**src/rtl/draw_arbiter.sv**
```systemverilog
// Round-robin owner of the sprite/background drawing datapath: grants one of four
// requesters at a time and sequences the per-pixel control strobes for its job.
module draw_arbiter (
  input  logic        clock,
  input  logic        reset,
  input  logic [3:0]  req,
  input  logic [35:0] req_x,
  input  logic [31:0] req_y,
  input  logic [19:0] req_type,
  input  logic [7:0]  req_kind,
  output logic [3:0]  gnt,
  output logic [3:0]  done,
  output logic        busy,
  output logic [8:0]  x_start,
  output logic [7:0]  y_start,
  output logic [4:0]  object_type,
  output logic        erase,
  output logic        read_mem,
  output logic        reset_counter_object,
  output logic        load_colour,
  output logic        store_type,
  output logic        store_current_bg,
  output logic        enable_counter_object,
  output logic        ld_bg,
  output logic        reset_counter_address_background,
  output logic        ld_colour_bg,
  output logic        enable_counter_address_background,
  output logic        plot
);

  typedef enum logic [3:0] {
    IDLE, ARB, S_LOAD, S_FETCH, S_COLOUR, S_PLOT, B_LOAD, B_COLOUR, B_PLOT, DONE
  } state_t;

  localparam logic [16:0] SPR_LAST = 17'd1023;
  localparam logic [16:0] BG_LAST  = 17'd76799;

  state_t      state_q, state_d;
  logic [1:0]  last_q, last_d;
  logic [3:0]  gnt_q, gnt_d;
  logic [8:0]  x_q, x_d;
  logic [7:0]  y_q, y_d;
  logic [4:0]  type_q, type_d;
  logic        erase_q, erase_d;
  logic [16:0] pix_q, pix_d;

  logic [1:0]  idx;
  logic [1:0]  win;
  logic        found;
  logic [1:0]  kind;

  // Round-robin scan starting just after the previous winner.
  always_comb begin
    idx   = 2'd0;
    win   = last_q;
    found = 1'b0;
    for (int k = 1; k <= 4; k++) begin
      idx = last_q + 2'(k);
      if (!found && req[idx]) begin
        found = 1'b1;
        win   = idx;
      end
    end
  end

  always_comb begin
    state_d = state_q;
    last_d  = last_q;
    gnt_d   = gnt_q;
    x_d     = x_q;
    y_d     = y_q;
    type_d  = type_q;
    erase_d = erase_q;
    pix_d   = pix_q;
    kind    = req_kind[int'(win) * 2 +: 2];
    case (state_q)
      IDLE: if (|req) state_d = ARB;
      ARB: begin
        if (found) begin
          gnt_d   = 4'b0001 << win;
          last_d  = win;
          x_d     = req_x[int'(win) * 9 +: 9];
          y_d     = req_y[int'(win) * 8 +: 8];
          type_d  = req_type[int'(win) * 5 +: 5];
          erase_d = (kind == 2'd1);
          state_d = (kind == 2'd2) ? B_LOAD : S_LOAD;
        end else begin
          // Request vanished between IDLE and ARB: nothing to grant.
          state_d = IDLE;
        end
      end
      S_LOAD: begin
        pix_d   = 17'd0;
        state_d = S_FETCH;
      end
      S_FETCH:  state_d = S_COLOUR;
      S_COLOUR: state_d = S_PLOT;
      S_PLOT: begin
        if (pix_q == SPR_LAST) begin
          state_d = DONE;
        end else begin
          pix_d   = pix_q + 17'd1;
          state_d = S_FETCH;
        end
      end
      B_LOAD: begin
        pix_d   = 17'd0;
        state_d = B_COLOUR;
      end
      B_COLOUR: state_d = B_PLOT;
      B_PLOT: begin
        if (pix_q == BG_LAST) state_d = DONE;
        else                  pix_d   = pix_q + 17'd1;
      end
      DONE: begin
        gnt_d   = 4'b0000;
        erase_d = 1'b0;
        state_d = IDLE;
      end
      default: state_d = IDLE;
    endcase
  end

  always_ff @(posedge clock or posedge reset) begin
    if (reset) begin
      state_q <= IDLE;
      last_q  <= 2'd3;
      gnt_q   <= 4'b0000;
      x_q     <= 9'd0;
      y_q     <= 8'd0;
      type_q  <= 5'd0;
      erase_q <= 1'b0;
      pix_q   <= 17'd0;
    end else begin
      state_q <= state_d;
      last_q  <= last_d;
      gnt_q   <= gnt_d;
      x_q     <= x_d;
      y_q     <= y_d;
      type_q  <= type_d;
      erase_q <= erase_d;
      pix_q   <= pix_d;
    end
  end

  // Every output is a decode of registered state; req never reaches an output directly.
  assign gnt         = gnt_q;
  assign busy        = |gnt_q;
  assign done        = (state_q == DONE) ? gnt_q : 4'b0000;
  assign x_start     = x_q;
  assign y_start     = y_q;
  assign object_type = type_q;
  assign erase       = erase_q;

  assign read_mem              = (state_q == S_LOAD);
  assign reset_counter_object  = (state_q == S_LOAD);
  assign load_colour           = (state_q == S_COLOUR);
  assign store_type            = (state_q == S_COLOUR) && (pix_q == 17'd0);
  assign store_current_bg      = (state_q == S_PLOT);
  assign enable_counter_object = (state_q == S_PLOT);

  assign ld_bg                             = (state_q == B_LOAD);
  assign reset_counter_address_background  = (state_q == B_LOAD);
  assign ld_colour_bg                      = (state_q == B_COLOUR);
  assign enable_counter_address_background = (state_q == B_PLOT);

  assign plot = (state_q == S_PLOT) || (state_q == B_PLOT);

endmodule

```
**config.mk**
```make
export PLATFORM = sky130hd
export DESIGN_NAME = draw_arbiter
export DESIGN_NICKNAME = d
export VERILOG_FILES = /design/src/rtl/draw_arbiter.sv
export SDC_FILE = /design/constraint.sdc
export NUM_CORES = 1
export LEC_CHECK = 0
export BUFFER_PORTS_ARGS = -buffer_cell sky130_fd_sc_hd__buf_2
export CAP_MARGIN = 0
export CORE_MARGIN = 3
export CORE_UTILIZATION = 32
export DETAILED_ROUTE_END_ITERATION = 8
export SKIP_LAST_GASP = 1
export SLEW_MARGIN = 0
export SYNTH_ARGS = -nofsm -noshare
export SYNTH_HDL_FRONTEND = slang
export SYNTH_SLANG_ARGS = --single-unit
```
**constraint.sdc**
```tcl
create_clock -name clock -period 6.5 [get_ports clock]
set_input_delay 0.65 -clock clock [delete_from_list [all_inputs] [get_ports clock]]
set_output_delay 0.65 -clock clock [all_outputs]
set_load 0.02 [all_outputs]
```
# Word-level counts from Yosys, hierarchy flattened
# Index checks and enable logic that the tools add are counted.
[op_classes] multipliers=2 muxes=30 order_cmp=4 n_reduce_logical=19 shift=5 n_eq_ne=18 addsub=4
[ops] op="17-bit case mux with 3 select lines" n=1
[ops] op="4-bit case mux with 9 select lines" n=1
[ops] op="36-bit by 7-bit indexed part select with 9-bit output" n=1
[ops] op="17-bit 2-to-1 mux" n=2
[ops] op="32-bit by 6-bit indexed part select with 8-bit output" n=1
[ops] op="4-bit 2-to-1 mux" n=5
[ops] op="20-bit by 6-bit indexed part select with 5-bit output" n=1
[ops] op="17-bit by 1-bit adder with 17-bit output (second input constant)" n=1
[ops] op="17-bit by 10-bit == test with 1-bit output (second input constant)" n=1
[ops] op="17-bit == test (second input constant)" n=1
[ops] op="17-bit logical NOT" n=1
[ops] op="4-bit by 3-bit == test with 1-bit output (second input constant)" n=4
[ops] op="2-bit by 3-bit < comparator with 1-bit output (second input constant)" n=4
[ops] op="1-bit 2-to-1 mux" n=9
[ops] op="1-bit binary-select mux with 2-bit select" n=4
[ops] op="4-bit by 2-bit == test with 1-bit output (second input constant)" n=2
[ops] op="4-bit == test (second input constant)" n=2
[ops] op="2-bit 2-to-1 mux" n=4
[ops] op="2-bit inequality test (second input constant)" n=4
[ops] op="4-bit case mux with 2 select lines" n=1
[ops] op="4-bit OR reduction" n=2
[ops] op="8-bit by 4-bit indexed part select with 2-bit output" n=1
[ops] op="2-bit by 4-bit multiplier with 6-bit output (second input constant)" n=1
[ops] op="3-bit 2-to-1 mux" n=2
[ops] op="other kinds (18)" n=26
[totals] inputBits=102 word_cells=90 out_inout_bits=43 reg_bits=50

# Logic depth before layout (Yosys ltp)
# Gate-level depths: netlist of the first run.
[logic_depth] ltp_word=18 mapped_depth=8 depth_no_buf=6

# Worst setup path before layout of the first run
# No wires, ideal clock.
[synth_timing] path_kind="reg2out" start="reg state_q[0]" end="out store_type" t_required_ps=5850 arrival_time_ps=2142 setup_slack_ps=3708 path_stages_with_launch=5 n_path_buf=1 cell_sequence="dfrtp_1 > buf_2 > nor4_1 > nand3_1 > nor4_1"
[synth_via] elab_chain_len=2
[synth_rtl] item="from (decl)" line_no="38" rtl="state_t state_q, state_d;"
[synth_rtl] item="from (signal assigned)" line_no="135" rtl="state_q <= state_d;"
[synth_rtl] item="4-bit by 3-bit == test with 1-bit output"
[synth_rtl] item="net load_colour" line_no="20" rtl="output logic load_colour,"
[synth_rtl] item="1-bit logical AND" line_no="158" rtl="assign store_type = (state_q == S_COLOUR) && (pix_q == 17'd0);"
[synth_rtl] item="to (decl)" line_no="21" rtl="output logic store_type,"
# The timed path passes the listed nets, and every way through them passes these cells.

# Final worst setup path of the first run
[layout_timing] start="in req[0]" end="reg y_q[4], in the netlist y_start[4]"
[layout_via] elab_chain_len=13 elab_cells_between_ends=24 classes_between="shift: 1; mux: 16; reduce/logical: 7"
[layout_rtl] item="from (decl)" line_no="6" rtl="input logic [3:0] req,"
[layout_rtl] item="1-bit binary-select mux with 2-bit select" line_no="59" rtl="if (!found && req[idx]) begin"
[layout_rtl] item="1-bit 2-to-1 mux (implied by the code)" line_no="59"
[layout_rtl] item="1-bit 2-to-1 mux" line_no="59"
[layout_rtl] item="1-bit logical NOT" line_no="59"
[layout_rtl] item="1-bit logical AND" line_no="59"
[layout_rtl] item="1-bit 2-to-1 mux" line_no="59"
[layout_rtl] item="1-bit logical NOT" line_no="59"
[layout_rtl] item="1-bit logical AND" line_no="59"
[layout_rtl] item="1-bit 2-to-1 mux" line_no="59"
[layout_rtl] item="1-bit logical NOT" line_no="59"
[layout_rtl] item="1-bit logical AND" line_no="59"
[layout_rtl] item="2-bit 2-to-1 mux / 1-bit 2-to-1 mux (equally long branches)" line_no="59"
[layout_rtl] item="32-bit by 6-bit indexed part select with 8-bit output / 2-bit AND reduction (equally long branches)"
[layout_rtl] item="to (signal assigned)" line_no="139" rtl="y_q <= y_d;"
[layout_rtl] item="to (decl)" line_no="42" rtl="logic [7:0] y_q, y_d;"
# Several ways; a longest one is shown, not always the timed one. The select of a mux whose other input is x is not followed.
# A chain may end at the register's enable or synchronous reset.

==> results of run 1 <==
stage by stage:
stage | setup WS, ns | instance area (µm²)
2_1_floorplan | 3.71 | 3500
3_3_place_gp | 3.45 | 4280
3_5_place_dp | 3.35 | 4280
4_1_cts | 3.68 | 4360
5_1_grt | 3.59 | 4360
6_report | 3.69 | 4360
per-layer routing:
metal | track usage | up-vias | wire length [µm]
met2 | 0.286 | 167 | 5250
met5 | 0 | - | 0
met1 | 0.216 | 1657 | 4580
met4 | 0.0501 | 0 | 211
li1 | - | 1674 | -
met3 | 0.0416 | 14 | 870
flip-flops by register name, summed over array words and instances, names as in the netlist:
| register | cells |
|---|---|
| last_q | 2 |
| pix_q | 17 |
| state_q | 4 |
| object_type | 5 |
| y_start | 8 |
| erase | 1 |
| x_start | 9 |
| gnt | 4 |
worst min-delay path by stage:
stage	endpoint	slack, ns	cells past startpoint
5_1_grt	x_start[0]	0.54	1
4_1_cts	x_start[0]	0.52	1
3_3_place_gp	y_start[3]	0.49	2
2_1_floorplan	last_q[0]	0.48	2
6_report	y_start[3]	0.51	2
3_5_place_dp	x_start[0]	0.49	1
power by group through the flow:
stage          clock network [mW]  registers, mW  logic (mW)
6_report                    0.177          0.311      0.0805
5_1_grt                     0.195          0.311      0.0885
4_1_cts                     0.186          0.311      0.0814
3_5_place_dp                    0          0.317      0.0807
3_3_place_gp                    0          0.317      0.0798
2_1_floorplan                   0          0.317      0.0398
kinds of logic (layout without fill, tap and decap cells):
kind of cell	Yosys count	after routing	share of synthesized area
adders and majority gates	2	2	0.00715
and+or+nand+nor	130	130	0.224
AOI/OAI and AO/OA	113	113	0.259
xor gates and xnor gates	8	8	0.0200
muxes	24	24	0.0755
DFF	50	50	0.358
buffers and inverters	42	164	0.0554
cell usage after synthesis, types with 2 or more instances:
library cell / count / area share
a21o_1: 3 / 0.0064
mux2_2: 9 / 0.029
dfrtp_1: 48 / 0.34
and3_1: 4 / 0.0072
inv_1: 7 / 0.0075
o31ai_1: 22 / 0.047
nor4_1: 6 / 0.011
buf_4: 3 / 0.0064
clkbuf_1: 18 / 0.019
and2_1: 7 / 0.013
o211ai_1: 8 / 0.017
nand2b_1: 5 / 0.0089
a221o_1: 19 / 0.054
a2111oi_2: 6 / 0.026
o21ai_1: 6 / 0.0086
nor3_4: 2 / 0.0093
nor2b_1: 8 / 0.014
mux2_1: 10 / 0.032
o21ai_0: 6 / 0.0086
ha_1: 2 / 0.0072
nand3_1: 17 / 0.024
nand2_1: 18 / 0.019
a21bo_2: 3 / 0.0086
xnor2_1: 8 / 0.020
buf_2: 10 / 0.014
buf_1: 2 / 0.0021
and4_1: 3 / 0.0075
or3_1: 5 / 0.0089
mux2i_1: 5 / 0.014
a21oi_1: 26 / 0.037
dfstp_2: 2 / 0.015
nor2_1: 18 / 0.019
nor3_1: 2 / 0.0029
nand4_1: 24 / 0.043
or4_1: 3 / 0.0064
a32o_1: 2 / 0.0057
cell type report:
cell class | count | share of cell area
multi-input combinational | 277 | 0.473
sequential | 50 | 0.288
timing repair buffer | 149 | 0.174
tap | 136 | 0.0390
clock buffer | 6 | 0.0167
inverter | 8 | 0.00804
clock inverter | 1 | 0.00172
worst register-to-register path, delay by kind of cell (launching register included):
family                 cells  cell delay (ns)
buffers and inverters      2             0.58
flip-flops                 1             0.58
AO/OA/AOI/OAI              2             0.51
AND/OR/NAND/NOR            2             0.64
multiplexers               1             0.37
cell usage in the layout, fill, tap and decap left out, types with 4 or more instances in the layout:
cell / instances
and2_1: 7
buf_4: 5
xnor2_1: 8
a221o_1: 19
or3_1: 5
nor2b_1: 8
clkbuf_8: 5
o21ai_1: 5
nand2b_1: 5
mux2_1: 10
o31ai_1: 22
mux2i_1: 5
mux2_2: 9
o21ai_0: 6
inv_1: 6
buf_2: 144
a21oi_1: 26
nor2_1: 18
a2111oi_2: 6
nand2_1: 18
o211ai_1: 8
nand3_1: 17
nor4_1: 6
dfrtp_1: 48
nand4_1: 24
and3_1: 4
==> metrics, run 1 <==
outcome=completed; # port buffers=144; syn_area_per_cell=9.48 µm²; routability cong.=0.815; NetSw=~0.14 mW; CP max stage delay=0.67 ns; crit path buf inv count=2; H-Tree Depth=2; area of the multi-input gates=2060 µm²; Required @ worst endpoint=about 6.7 ns; later-pin clock latency in the skew report=0.30 ns; Seq/Total Area, Yosys=0.358; Mapped Area=~3500 µm²; pwr/cell area=130 nW/µm²; switching share of power=0.251; max-cap viol count=0; Syn Inst Count=~370; Die Y-Extent=111 µm; area occupied by registers=1250 µm²; slowest CP cell=nor3_4; Ys Warns=0; hold slack=just over 0.5 ns; drt wl/cell=17.4 µm; NumNets Final=between 500 and 600; Reg-to-Reg Start=last_q[0]; slew margin rel.=0.258; CP startpoint=req[0]; crit share post-route=0.433; FF-to-FF path depth=7; Synth Register Bits=50; slack of the worst reg-to-reg path=3.71 ns; Remaining DRCs=0; Worst Clk Skew=0.00786 ns; Post-Place Cells=620; Syn Nets=between 400 and 500; CTS Hold Bufs=0; die area=12200 µm²; reg2reg end=y_start[4]; internal cell power=about 0.43 mW; # rows=37; Leak=2.03 nW; Crit. path cell count=7; Clk network pwr share=0.312; Hold Vio Cnt, Final=0; post-layout min period=2.81 ns; Hold Path Class=reg -> reg; Top FF cell, synth=dfrtp_1; num ports=145; crit-path leading delay family=simple AND/OR/NAND/NOR gates; arrival time worst endpoint=3.00 ns; Hold Path Origin=y_start[3]; fin cells=627; Worst Max-Slew Pin Slew=1.11 ns; HPWL Detailed=8.01 mm; WS Path Type=in -> reg; Die W=111 µm; Post-CTS Setup Bufs=0; Clock Root Buffer=clkbuf_8; number of synthesized flops with an enable pin=0; first-pass GRT wire length=between 15 and 20 mm; VDD IR max=0.0868 mV; part of the power in registers=0.547; CTS buffer count=5; RSZ-0062 raised after global routing=false; final WL=10.9 mm; vias in the first global route=3523; Clock Path Buffers=2; crit start category=input pin; maximum clock rate=about 0.36 GHz; post-route core utilization=0.417; CTS sink cnt=50; crit-path cells=buf_2 -> nor2_1 -> and2_1 -> nor3_4 -> buf_4 -> mux2_2 -> a221o_1; Gate power share=0.142; number of fill cells=1131; largest net degree at the start of global routing=between 50 and 60; Resized Gates After CTS=0; setup TNS=0 ns; drt pass-1 iters=5; vias=3512; crit path max fanout=26; grt ovf=0; core outline area=10500 µm²; Setup-failing EPs final=0; vias per std cell=5.60; fraction of layout cells with a size suffix above 1=0.391; initial antenna violation count=0; number of library cell types mapped by synthesis=58; Final Slew Violations=0; total chip power=between 0.5 and 0.6 mW; area added between synthesis and finish=24.6%; DR iter-0 viols=143; Total Routing Usage GR=0.170; ys async rst share=1.00; post-route ant nets=0; crit path capture type=flip-flop; TritonCTS clock tree=done; Antenna diodes=0; crit path to=y_start[4]; Worst-path clk slew=roughly 0.090 ns; Initial Util=0.334
Power figures use the tool's default switching activity.
==> run 2, diff against run 1 <==
Settings changed: ABC_AREA set to 1.
Clock period 6.5 ns to 2.45 ns, I/O delays scaled along.
==> metrics, run 2 <==
TritonCTS clock tree=done; fraction of layout cells with a size suffix above 1=0.314; Hold Path Class=in -> reg; routability cong.=between 0.8 and 0.9; Leak=between 2 and 3 nW; largest net degree at the start of global routing=50; post-route core utilization=0.408; Top FF cell, synth=dfrtp_1; Antenna diodes=0; hold path cells=5; max-cap viol count=0; FF-to-FF path depth=16; Clock Path Buffers=2; vias in the first global route=3923; num ports=145; Setup-failing EPs final=0; post-layout min period=2.18 ns; commonest non-fill, non-tap cell in the layout=nand2_1; CTS sink cnt=50; Worst-path clk slew=~0.07 ns; Clock Root Buffer=clkbuf_16; Worst Max-Slew Pin Slew=0.497 ns; grt ovf=0; internal cell power=around 1.3 mW; CP startpoint=last_q[0]; Die Y-Extent=116 µm; drt pass-1 iters=4; Total Routing Usage GR=0.166; setup TNS=0 ns; mux contribution to synthesized area=0; Final Slew Violations=0; drt wl/cell=13.3 µm; H-Tree Depth=2; arrival time worst endpoint=2.41 ns; RSZ-0062 raised after global routing=false; most frequent cells in the layout=nand2_1 (222), buf_2 (144), nand3_1 (74); area occupied by registers=around 1300 µm²; switching share of power=0.266; VDD IR max=0.257 mV; NumNets Final=787; number of library cell types mapped by synthesis=36; area added between synthesis and finish=22.6%; top-count cell post-synth=nand2_1; Hold Vio Cnt, Final=0; ys async rst share=1.00; crit share post-route=0.891; syn_area_per_cell=6.93 µm²; Hold Path Origin=req_x[12]; DR iter-0 viols=204; initial antenna violation count=0; Top reg by flops=pix_q; total chip power=~1.8 mW; Mapped Area=slightly below 4000 µm²; Die W=116 µm; die area=13400 µm²; number of fill cells=1224; Post-Place Cells=817; Worst Clk Skew=0.00726 ns; Gate power share=0.173; max reg flops=17; crit start category=flip-flop; Seq/Total Area, Yosys=0.326; later-pin clock latency in the skew report=0.29 ns; CTS buffer count=5; Synth area leaders=dfrtp_1 (31%), nand2_1 (22%), nand3_1 (9.6%), nand3_2 (6.0%), nor2_1 (3.3%); Required @ worst endpoint=2.68 ns; final WL=11.0 mm; Syn Nets=between 600 and 700; Initial Util=0.333; Synth top area share=0.312; part of the power in registers=0.454; Clk network pwr share=0.373; HPWL Detailed=8.49 mm; Reg-to-Reg Start=last_q[0]; crit path capture type=flip-flop; # rows=39; area leader, netlist=dfrtp_1; WS Path Type=reg -> reg; Ys Warns=0; post-route ant nets=0; synth cell count leaders=nand2_1 (222), nand3_1 (74), dfrtp_1 (48); # port buffers=144; fin cells=827; NetSw=about 0.48 mW; Compound-Gate Fraction of Synth Area=0.0449; Remaining DRCs=0; core outline area=approximately 12000 µm²; pwr/cell area=385 nW/µm²; vias=4053; first-pass GRT wire length=~18 mm; vias per std cell=4.90; outcome=completed; slew margin rel.=0.668; Synth Register Bits=50; post-synthesis adder-cell area fraction=0.00650; XOR/XNOR share of the synthesized area=0.0250; number of synthesized flops with an enable pin=0; crit path max fanout=37; Syn Inst Count=555; main combinational cell family by area after synthesis=simple AND/OR/NAND/NOR gates; simple-gate share of the synthesized area=0.487; area of the multi-input gates=2180 µm²; maximum clock rate=roughly 0.46 GHz
==> run 2: power groups by stage <==
stage          sequential [mW]  combinational (mW)  clock [mW]
6_report                 0.825               0.315       0.678
5_1_grt                  0.825               0.360       0.734
4_1_cts                  0.825               0.318       0.704
3_5_place_dp             0.841               0.316           0
3_3_place_gp             0.841               0.311           0
2_1_floorplan            0.841               0.220           0
==> run 2: final timing paths <==
check / to / slack (ns)
max in group asynchronous: last_q[1] / 1.32
hold reg to reg: object_type[2] / 0.48
min in group asynchronous: object_type[0] / 0.47
setup reg to reg: y_start[0] / 0.27
setup / recovery: y_start[0] / 0.27
hold / removal: x_start[3] / 0.29
==> run 2: worst max-delay path, cell delays in order, from the launching register on <==
cell     delay (ns)
dfstp_2        0.58
buf_12         0.13
nand2_1        0.06
nand2_1        0.11
nand2_2        0.08
nand2_4        0.09
nand2_4        0.06
nand2_2        0.08
nand2_2        0.08
nand2_4        0.18
buf_12         0.23
nand2_1        0.09
nand2_1        0.07
nand2_1        0.05
nand3_1        0.08
nand2_1        0.06
nand2_1        0.07
==> run 2: through the flow <==
stage | worst slack (ns) | hold slack (ns) | area (µm²)
floorplan | 0.663 | 0.479 | 3850
global placement | 0.254 | 0.242 | 4540
detailed placement | 0.163 | 0.249 | 4540
CTS | 0.141 | 0.292 | 4690
global route | 0.0907 | 0.324 | 4720
finish | 0.267 | 0.293 | 4720
==> run 2: cell families (layout without fill, tap and decap cells) <==
| family | count (synthesis) | in the layout |
|---|---|---|
| flops | 50 | 50 |
| fa+ha+maj | 2 | 2 |
| simple gates | 398 | 398 |
| xor+xnor | 11 | 11 |
| compound gates | 26 | 26 |
| buf+inv | 68 | 197 |
==> run 2: metal layers <==
layer | track usage | part of all wire | routed length [µm] | vias up
met5 | 0 | 0 | 0 | -
met4 | 0.0317 | 0.0083 | 91 | 0
met3 | 0.0449 | 0.086 | 947 | 7
met2 | 0.285 | 0.48 | 5280 | 141
met1 | 0.212 | 0.43 | 4700 | 1865
li1 | - | - | - | 2040
==> run 2: cell type report <==
class	count	share of cell area
tap	143	0.0379
multi-input combinational	437	0.461
inverter	36	0.0297
clock buffer	6	0.0273
timing repair buffer	153	0.176
sequential	50	0.266
clock inverter	2	0.00292
==> run 2: timing repair <==
action,4_1_cts,5_1_grt
buffers inserted,0,1
hold endpoints to repair,14,0
hold buffers,1,0
setup endpoints to repair,0,27
gates resized for setup,0,3
==> run 3, diff against run 2 <==
Settings changed: ABC_CLOCK_PERIOD_IN_PS set to 2450, CORE_ASPECT_RATIO set to 0.5.
==> metrics, run 3 (same netlist as run 2, synthesis figures left out) <==
Leak=2.60 nW; pre-CTS WS=0.171 ns; cell area after placement=4590 µm²; met3 Use GR=0.0372; crit-path cells=inv_2 -> nand2_1 -> nand2_1 -> nand2_2 -> nand2_4 -> nand2_4 -> nand2_2 -> nand2_2 -> nand2_8 -> buf_12 -> nand2_1 -> nand2_1 -> nand2_1 -> nand3_1 -> nand2_1 -> nand2_1; crit path buf inv count=2; die area=13500 µm²; met1 usage=0.211; Die Y-Extent=83.5 µm; vias per std cell=around 4.7; NumNets Final=789; # port buffers=144; pwr/cell area=432 nW/µm²; Required @ worst endpoint=around 2.6 ns; slew margin rel.=0.600; final WL=between 10 and 15 mm; crit path max fanout=25; Crit. path cell count=16; drt wl/cell=between 10 and 15 µm; Top reg by flops=pix_q; most used cell, CP=nand2_1; CTS buffer count=5; Worst Clk Skew=0.00828 ns; max reg flops=17; commonest non-fill, non-tap cell in the layout=nand2_1; Clock Path Buffers=2; fin cells=roughly 850; maximum clock rate=0.447 GHz; Clock Root Buffer=clkbuf_16; DR iter-0 viols=180; CP max stage delay=0.65 ns; Total Routing Usage GR=0.163; CTS sink cnt=50; Die W=161 µm; slowest CP cell=dfstp_2; outcome=completed; crit start category=flip-flop; WS Path Type=reg -> reg; TritonCTS clock tree=done; Hold Path Class=in -> async; fraction of layout cells with a size suffix above 1=0.319; # rows=27; first-pass GRT wire length=roughly 18 mm; drt pass-1 iters=6; HPWL Detailed=about 8.4 mm; slack of the worst reg-to-reg path=0.21 ns; Final Slew Violations=0; arrival time worst endpoint=between 2 and 2.5 ns; Post-CTS Setup Bufs=0; Antenna diodes=0; Worst Max-Slew Pin Slew=~0.60 ns; Reg-to-Reg Start=last_q[0]; max-cap viol count=0; reg2reg end=y_start[1]; later-pin clock latency in the skew report=0.29 ns; crit path capture type=flip-flop; H-Tree Depth=2; Worst-path clk slew=0.07 ns; RSZ-0062 raised after global routing=false; routability cong.=between 0.8 and 0.9; VDD IR max=0.356 mV; core outline area=approximately 11000 µm²; vias=3977; vias in the first global route=3843; cell area after layout=roughly 4800 µm²; met2 Track Usage GR=0.278; FF-to-FF path depth=16; Hold Vio Cnt, Final=0; Remaining DRCs=0; Setup-failing EPs final=0; num ports=145; Initial Util=0.339; Post-Place Cells=837; post-route core utilization=0.422; post-layout min period=2.24 ns; area added between synthesis and finish=24.5%; post-route ant nets=0; most frequent cells in the layout=nand2_1 (222), buf_2 (144), nand3_1 (74); crit share post-route=0.913; final worst slack=0.213 ns; global routing's busiest layer=met2; initial antenna violation count=0; grt ovf=0; setup TNS=0 ns; crit-path leading delay family=simple AND/OR/NAND/NOR gates; largest net degree at the start of global routing=29
[run 3: cell types whose count changed in the layout (fill, tap and decap cells not counted), sizes merged]
cell and change:
bufinv +2, dlygate4sd3 -1, buf +3, clkinv -2
[run 3: timing repair]
action | in CTS | in global routing
resized for setup | 0 | 1
setup endpoints to repair | 0 | 10
hold buffers | 0 | 0
[run 3: area by class of cell]
cell class,instances,area [µm²]
clock buffer,6,139
tap,159,199
sequential,50,1250
inverter,36,138
clock inverter,2,60.1
fill,1214,6560
multi-input combinational,437,2180
timing repair buffer,155,828
[run 3: worst max-delay path by stage]
stage | end | slack [ns] | startpoint
floorplan | object_type[2] | 0.66 | last_q[0]
CTS | y_start[1] | 0.15 | last_q[0]
global route | y_start[3] | 0.006 | last_q[0]
finish | y_start[1] | 0.21 | last_q[0]
detailed placement | y_start[1] | 0.17 | last_q[0]
global placement | object_type[0] | 0.24 | last_q[0]
[run 3: per-stage QoR]
step,power (mW),hold WS (ns)
global route,2.18,0.0532
detailed placement,1.16,0.369
CTS,2.11,0.0423
floorplan,1.06,0.479
global placement,1.16,0.355
finish,2.07,0.0133
[run 3: where the power goes]
part	leakage, nW	switching (mW)	internal (mW)
registers	0.677	0	0.825
clock network	0.0971	0.312	0.613
logic	1.82	0.186	0.132
total	2.60	0.499	1.57
[run 3: metal layers]
| layer | vias to the layer above | part of all wire |
|---|---|---|
| met5 | - | 0 |
| met4 | 0 | 0.013 |
| met3 | 10 | 0.048 |
| met2 | 91 | 0.47 |
| met1 | 1833 | 0.47 |
| li1 | 2043 | - |
